**config.mk**
```make
export PLATFORM = sky130hd
export DESIGN_NAME = core_clint
export DESIGN_NICKNAME = d
export VERILOG_FILES = /design/src/rtl/core_clint.sv
export SDC_FILE = /design/constraint.sdc
export NUM_CORES = 1
export LEC_CHECK = 0
export ABC_CLOCK_PERIOD_IN_PS = 3300
export CORE_MARGIN = 5
export CORE_UTILIZATION = 40
export CTS_CLUSTER_DIAMETER = 30
export DETAILED_ROUTE_END_ITERATION = 10
export PLACE_DENSITY_LB_ADDON = 0.12
export SYNTH_ARGS = -nofsm -noshare
export SYNTH_HDL_FRONTEND = slang
export SYNTH_SLANG_ARGS = --single-unit
export TNS_END_PERCENT = 50
```
**constraint.sdc**
```tcl
create_clock -name g_clk -period 3.3 [get_ports g_clk]
set_input_delay 0.495 -clock g_clk [delete_from_list [all_inputs] [get_ports g_clk]]
set_output_delay 0.495 -clock g_clk [all_outputs]
set_load 0.005 [all_outputs]
```
**src/rtl/core_clint.sv**
```systemverilog
// core_clint: multi-hart machine timer and software interrupt unit with
// a tick prescaler and byte-strobed MMIO access.
module core_clint #(
  parameter int          NHARTS         = 2,
  parameter logic [63:0] MMIO_BASE_ADDR = 64'h0000_0000_0000_1000,
  parameter logic [63:0] MMIO_BASE_MASK = 64'h0000_0000_0000_1FFF,
  parameter logic [63:0] MTIMECMP_RESET = 64'hFFFF_FFFF_FFFF_FFFF,
  parameter int          TICK_DIV       = 1
) (
  input  logic              g_clk,
  input  logic              g_resetn,
  input  logic              inhibit_tm,
  input  logic              mmio_req,
  input  logic              mmio_wen,
  input  logic [7:0]        mmio_strb,
  input  logic [63:0]       mmio_addr,
  input  logic [63:0]       mmio_wdata,
  output logic              mmio_gnt,
  output logic [63:0]       mmio_rdata,
  output logic              mmio_error,
  output logic [63:0]       ctr_time,
  output logic [NHARTS-1:0] timer_interrupt,
  output logic [NHARTS-1:0] soft_interrupt
);
  localparam int PW = TICK_DIV > 1 ? $clog2(TICK_DIV) : 1;
  localparam logic [PW-1:0] PMAX = PW'(TICK_DIV - 1);
  logic [63:0]       r_mtime;
  logic [PW-1:0]     r_pre;
  logic [63:0]       r_cmp [NHARTS];
  logic [NHARTS-1:0] r_msip;
  logic [NHARTS-1:0] r_tint;
  logic [63:0]       r_rdata;
  logic              r_err;
  logic [63:0]       w_off;
  logic [63:0]       w_mask;
  logic [63:0]       w_rsel;
  logic [4:0]        w_slot;
  logic              w_is_time;
  logic              w_is_cmp;
  logic              w_is_sip;
  logic              w_err;
  logic              w_wr;
  assign w_off     = (mmio_addr & MMIO_BASE_MASK) - (MMIO_BASE_ADDR & MMIO_BASE_MASK);
  assign w_slot    = w_off[7:3];
  assign w_is_time = w_off[63:3] == '0;
  // mtimecmp slots start at 0x008, so slot n maps to hart n-1
  assign w_is_cmp  = w_off[63:8] == '0 && w_slot != '0 && w_slot <= 5'(NHARTS);
  assign w_is_sip  = w_off[63:8] == 56'd1 && w_slot < 5'(NHARTS);
  assign w_err     = !(w_is_time || w_is_cmp || w_is_sip) || |mmio_addr[2:0] || |w_off[2:0];
  assign w_wr      = mmio_req && mmio_wen && !w_err;
  always_comb begin
    w_mask = '0;
    for (int k = 0; k < 8; k++) w_mask[8*k +: 8] = {8{mmio_strb[k]}};
  end
  always_comb begin
    w_rsel = w_is_time ? r_mtime : '0;
    for (int i = 0; i < NHARTS; i++) begin
      w_rsel = (w_is_cmp && w_slot == 5'(i + 1)) ? r_cmp[i] : w_rsel;
      w_rsel = (w_is_sip && w_slot == 5'(i)) ? {63'd0, r_msip[i]} : w_rsel;
    end
  end
  always_ff @(posedge g_clk) begin
    if (!g_resetn) begin
      r_mtime <= '0;
      r_pre   <= '0;
      r_msip  <= '0;
      r_tint  <= '0;
      r_rdata <= '0;
      r_err   <= 1'b0;
      for (int i = 0; i < NHARTS; i++) r_cmp[i] <= MTIMECMP_RESET;
    end else begin
      // a software write to mtime suppresses that cycle's tick
      if (w_wr && w_is_time) begin
        r_mtime <= (r_mtime & ~w_mask) | (mmio_wdata & w_mask);
        r_pre   <= '0;
      end else if (!inhibit_tm) begin
        r_mtime <= (r_pre == PMAX) ? r_mtime + 64'd1 : r_mtime;
        r_pre   <= (r_pre == PMAX) ? '0 : r_pre + PW'(1);
      end
      for (int i = 0; i < NHARTS; i++) begin
        if (w_wr && w_is_cmp && w_slot == 5'(i + 1))
          r_cmp[i] <= (r_cmp[i] & ~w_mask) | (mmio_wdata & w_mask);
        if (w_wr && w_is_sip && w_slot == 5'(i) && mmio_strb[0])
          r_msip[i] <= mmio_wdata[0];
        r_tint[i] <= r_mtime >= r_cmp[i];
      end
      if (mmio_req) begin
        r_rdata <= w_err ? '0 : w_rsel;
        r_err   <= w_err;
      end
    end
  end
  assign mmio_gnt        = 1'b1;
  assign mmio_rdata      = r_rdata;
  assign mmio_error      = r_err;
  assign ctr_time        = r_mtime;
  assign timer_interrupt = r_tint;
  assign soft_interrupt  = r_msip;
endmodule

```
==> results of run 1 <==
through the flow:
step / area, sq um / power [mW] / TNS (ps) / cells / worst slack (ps)
2_1_floorplan: 15390 / 3.606 / -10350 / 1667 / -161.8
3_3_place_gp: 18500 / 3.851 / 0 / 2369 / 241.5
3_5_place_dp: 18500 / 3.851 / 0 / 2369 / 162.3
4_1_cts: 21220 / 11.53 / 0 / 2515 / 488.8
5_1_grt: 21220 / 11.77 / 0 / 2515 / 329.0
6_report: 21220 / 11.46 / 0 / 2515 / 493.4
cells in the final DEF, fill, tap and decap left out, types with 50 or more instances in the layout:
cell type	n
sky130_fd_sc_hd__nor2_1	137
sky130_fd_sc_hd__a2bb2oi_1	66
sky130_fd_sc_hd__edfxtp_1	128
sky130_fd_sc_hd__buf_4	67
sky130_fd_sc_hd__nand2_1	64
sky130_fd_sc_hd__nand3_1	50
sky130_fd_sc_hd__inv_1	141
sky130_fd_sc_hd__o21ai_0	188
sky130_fd_sc_hd__clkdlybuf4s50_1	221
sky130_fd_sc_hd__ha_1	129
sky130_fd_sc_hd__dfxtp_1	133
sky130_fd_sc_hd__clkbuf_16	84
sky130_fd_sc_hd__a21oi_1	132
sky130_fd_sc_hd__a222oi_1	64
cell usage after synthesis, drive strengths merged, types with 42 or more instances:
master and n:
a21oi 132, nand3 52, dfxtp 133, ha 129, clkbuf 73, a222oi 64
edfxtp 128, o21ai 192, inv 143, nor2 137, nand2 68, a2bb2oi 66
nand4 42
how the worst max path moves through the flow:
| stage | to | slack (ps) |
|---|---|---|
| 2_1_floorplan | r_cmp[0][0] | -160 |
| 6_report | register | 490 |
| 4_1_cts | timer_interrupt[0] | 490 |
| 3_5_place_dp | register | 160 |
| 5_1_grt | register | 330 |
| 3_3_place_gp | register | 240 |
cell families (layout without fill, tap and decap cells):
kind of cell | count (synthesis) | count (layout) | synth area share
DFF | 261 | 261 | 0.4227
adders and majority gates | 129 | 129 | 0.1049
other | 1 | 1 | 0.0002436
buffers and inverters | 250 | 587 | 0.06414
AOI/OAI and AO/OA | 577 | 577 | 0.2501
and+or+nand+nor | 428 | 428 | 0.1436
muxes | 18 | 18 | 0.01268
xor gates and xnor gates | 3 | 3 | 0.001707
layer usage:
| metal | GRT usage | vias up | part of all wire |
|---|---|---|---|
| met2 | 0.4000 | 673 | 0.46 |
| met4 | 0.09007 | 2 | 0.027 |
| met5 | 0 | - | 0.00024 |
| met3 | 0.05194 | 99 | 0.081 |
| met1 | 0.3399 | 7126 | 0.43 |
| li1 | - | 6943 | - |
cell type report:
type	count	area, sq um
fillers	3433	16620
multi-input cells	1156	7914
flip-flops and latches	261	6506
repair buffers	298	2900
clock buffers	105	2261
well taps	511	639.4
inverters	143	538.0
clock inverters	41	461.7
report_power, final:
part / total (mW) / internal (mW) / switching (mW)
Sequential: 3.41 / 3.41 / 0.00645
Clock: 7.66 / 5.45 / 2.20
Combinational: 0.389 / 0.153 / 0.236
worst max-delay path, stage by stage, from the launching register on:
cell and delay, ps:
sky130_fd_sc_hd__dfxtp_1 520, sky130_fd_sc_hd__ha_1 310, sky130_fd_sc_hd__nand3_2 120, sky130_fd_sc_hd__or2_1 280
sky130_fd_sc_hd__or4_1 760, sky130_fd_sc_hd__nor4_2 250, sky130_fd_sc_hd__mux2_1 350, sky130_fd_sc_hd__a21oi_1 130
==> results.txt, run 1 <==
----------------------------------------------------
[Global route]
  Global-route wire length before repair ... 83.95 mm
  Number of global-route vias before repair ... 14780
  Global-route congestion overflow total ... 0
  Total GRT Usage ... 0.2513
  Initial antenna violation count ... 1
  Maximum number of pins on one net before global-route repair ... 71

[Logic synthesis]
  Number of nets produced by synthesis ... 1937
  Cell accounting for the most synthesized area ... sky130_fd_sc_hd__edfxtp_1
  EDFF count, synth ... 128
  Area contributors post-synth ... sky130_fd_sc_hd__edfxtp_1 25%, sky130_fd_sc_hd__dfxtp_1 17%, sky130_fd_sc_hd__ha_1 10%, sky130_fd_sc_hd__o21ai_0 6.1%, sky130_fd_sc_hd__a21oi_1 4.3%
  FFs w/ async S/R, synth ... 0
  Dominant synthesized flop cell ... sky130_fd_sc_hd__dfxtp_1
  Sequential area share after synthesis ... 0.4227
  Cell count after synthesis ... 1667
  Synthesized cell area ... 15390 sq um
  Synth cell types ... 76
  Syn Area/Cell ... 9.234 sq um
  Proportion of netlist area held by the largest area contributor ... 0.2497
  Synthesis Warnings ... 0
  Post-synthesis sequential element count ... 261

[Clock tree]
  Number of buffers created by CTS ... 79
  TritonCTS clock tree ... built
  Clock transition at the registers of the reported paths ... 40 ps
  Post-cts repair resize count ... 0
  Num Clock Sinks ... 261
  Hold bufs inserted after CTS ... 0
  Buffer count from post-CTS setup fixing ... 0
  Clock root buffer ... sky130_fd_sc_hd__clkbuf_16
  H-tree lvl count ... 3
  Clock latency on the worst-skew pair ... 570 ps
  Bufs on Longest Clock Path ... 3

[Timing]
  Total count of hold-check failures in the final report ... 0
  Worst Skew ... 13.58 ps
  Period Utilization, post-route ... 0.8505
  Setup violations, final ... 0
  Worst slew margin relative to its limit ... 0.3998
  Peak clock frequency supported by timing ... 356.3 MHz
  Unrepaired setup endpoints after global routing ... false
  Slew @ Worst Pin ... 900.4 ps
  Post-layout minimum cycle time ... 2807 ps
  Worst hold-check slack ... 249.7 ps
  Final count of pins violating max slew ... 0

[Pwr]
  Leakage dissipation ... 8.808 nW
  PwrDens ... 540.0 nW/um^2
  IR Drop Worst-Case VDD ... 0.3648 mV

[Layout]
  Fraction of layout cells with a size suffix above 1 ... 0.1208
  Antenna Cells ... 0
  Area grow syn2layout ... 37.86%
  Final Net Count ... 2209
  Final core area utilization ... 0.5607

[Detailed routing]
  Number of nets with antenna violations after routing ... 0
  Total routed wirelength ... 54.53 mm
  Detailed-route vias per instance ... 5.902
  Total iterations of the first detailed-routing run ... 6
  Number of remaining DRC errors ... 0
  Average wire length per cell after detail routing ... 21.68 um
  Initial detailed-routing violation count ... 1470
  Number of vias after detailed routing ... 14840

[Die]
  Cell Rows ... 71
  Height of the die ... 206.2 um
  Overall die area ... 42500 sq um
  I/O pin count ... 275
  Chip width ... 206.2 um
  Core ar. ... 37840 sq um
  Initial Util ... 0.4067

[Critical path]
  Depth of the worst register-to-register path ... 7
  Worst Path Arrival ... 3290 ps
  Largest fanout on the critical path ... 8
  Endpoint kind of the worst setup timing path ... register
  Flop-to-flop setup slack ... 490 ps
  Required @ worst endpoint ... 3790 ps
  Kind of critical path ... reg -> reg
  Critical Path Start Type ... register

[Min path]
  Hold-critical path endpoint ... mmio_rdata[0]
  Number of cells traversed by the worst hold path ... 2
  Source of the worst hold timing path ... g_resetn
  Worst min-delay path category ... in -> reg

[Flow run]
  MaxCap Viol Count ... 0

[Placement]
  Gp weighted congestion ... 0.8772
  Detail Placement HPWL ... 38.39 mm
  I/O Buffers ... 222

[Status]
  Status ... finished, final reports clean

----------------------------------------------------
Power figures use the tool's default switching activity.
==> inputs of run 2 (changes only) <==
--- a/config.mk
+++ b/config.mk
@@ -6,6 +6,7 @@
 export NUM_CORES = 1
 export LEC_CHECK = 0
 export ABC_CLOCK_PERIOD_IN_PS = 3300
+export CAP_MARGIN = 25
 export CORE_MARGIN = 5
 export CORE_UTILIZATION = 40
 export CTS_CLUSTER_DIAMETER = 30
==> results of run 2 <==
Final layout, timing and power as in run 1 (identical DEF).
==> RTL edit (flow settings as in run 1) <==
`MTIMECMP_RESET`: 64'hFFFF_FFFF_FFFF_FFFF -> 64'h7FFFFFFFFFFFFFFF.
--- a/src/rtl/core_clint.sv
+++ b/src/rtl/core_clint.sv
@@ -5,5 +5,5 @@
   parameter logic [63:0] MMIO_BASE_ADDR = 64'h0000_0000_0000_1000,
   parameter logic [63:0] MMIO_BASE_MASK = 64'h0000_0000_0000_1FFF,
-  parameter logic [63:0] MTIMECMP_RESET = 64'hFFFF_FFFF_FFFF_FFFF,
+  parameter logic [63:0] MTIMECMP_RESET = 64'h7FFFFFFFFFFFFFFF,
   parameter int          TICK_DIV       = 1
 ) (
Function: changed (a bounded check fails within 4 cycles, from zero or initial values and one cycle with g_resetn low).
==> RTL edit against run 1 <==
Sequential cell count is the same; critical path depth rose by 5; first-iteration DRC count decreased by 38%; worst setup slack lost 250 ps; total power is 4.6% lower; clock power fell by 8.7%; largest power group unchanged; combinational power is 38% higher; final area rose by 1.5%; routed wire length is 0.45% higher; area after synthesis rose by 3.5%; die area increased by 3.3%.
==> RTL edit: results <==
{
  "status": "completed",
  "first_pass_iters": 7,
  "ys_types": 68,
  "multi_input_area_share": 0.397,
  "final_core_util": 0.545,
  "ys_seq_area_frac": 0.408,
  "place_area_um2": 19100,
  "ff2ff_path_depth": 12,
  "hold_depth": 3,
  "seq_share": 0.302,
  "hold_ws_ps": 310,
  "nNonClkBuffers": 301,
  "cpPeakStageDelay_ps": 520,
  "route.met3.wl_um": 3580,
  "avgRoutedWirePerCell_um": 20.3,
  "cts_resized": 1,
  "crit_arrival_ps": 3570,
  "use_met2": 0.408,
  "antennaDiodeCount": 0,
  "drive_above_1_share": 0.105,
  "topRoutingLayerUsed": "met4",
  "hp-start": "mmio_addr[4]",
  "track_usage": 0.243,
  "leakage_nw": 9.38,
  "vias_per_cell": 5.59,
  "fill_cells": 3648,
  "fin_skew_ps": 12.5,
  "hpwl_um": 38300,
  "multi_input_cells": 1347,
  "slew_headroom": 0.370,
  "nClkBuffers": 95,
  "syn_nets": 2118,
  "crit_fanout": 3,
  "holdPathEnd": "mmio_error",
  "met3_usage": 0.0451,
  "clock_area_frac": 0.114,
  "synth_commonest_cells": "o21ai_0, a21oi_1, nand2_1",
  "num_rows": 73,
  "layout.nonclk_buf_frac": 0.133,
  "clock.fmax_mhz": 327,
  "dr.first_iter.drc_count": 908,
  "inv_count": 135,
  "wl_met2_um": 25800,
  "ys_top_cells_by_area": "edfxtp_1, dfxtp_1, ha_1",
  "reg2reg_slack_ps": 240,
  "place_ws_ps": -16.3,
  "grt_pass1_vias": 15200,
  "wl_um": 54800,
  "gp_congestion": 0.866,
  "cts_inserted_buffers": 72,
  "grtUsageMet1": 0.319,
  "antenna_found_initial": 0,
  "peakVddDrop_uv": 334,
  "grt_first_pass_wirelength_um": 85500
}
[RTL edit: cell count changes in the layout (fill, tap and decap cells not counted), moves of 63 or more]
| cell | before | now |
|---|---|---|
| nand2_1 | 64 | 137 |
| nor2b_1 | 2 | 73 |
| a222oi_1 | 64 | 0 |
| a2bb2oi_1 | 66 | 1 |
| o21ai_0 | 188 | 258 |
| a21oi_1 | 132 | 196 |
| mux2i_1 | 6 | 69 |
[RTL edit: tightest hold or removal path: stages]
cell	delay (ps)
buf_4	140
o21ai_0	100
a21oi_1	70
[RTL edit: logic make-up after synthesis]
group           share of synthesized area
compound gates                      0.207
simple gates                        0.173
flops                               0.408
buf+inv                            0.0572
fa+ha+maj                           0.101
mux                                0.0483
xor+xnor                          0.00440
other cells                      0.000235
[RTL edit: power breakdown]
group          leakage [nW]  switching (mW)  internal (mW)
registers              1.95         0.00572           3.41
logic                  6.26           0.336          0.202
clock network          1.17            2.10           4.89
total                  9.38            2.44           8.50
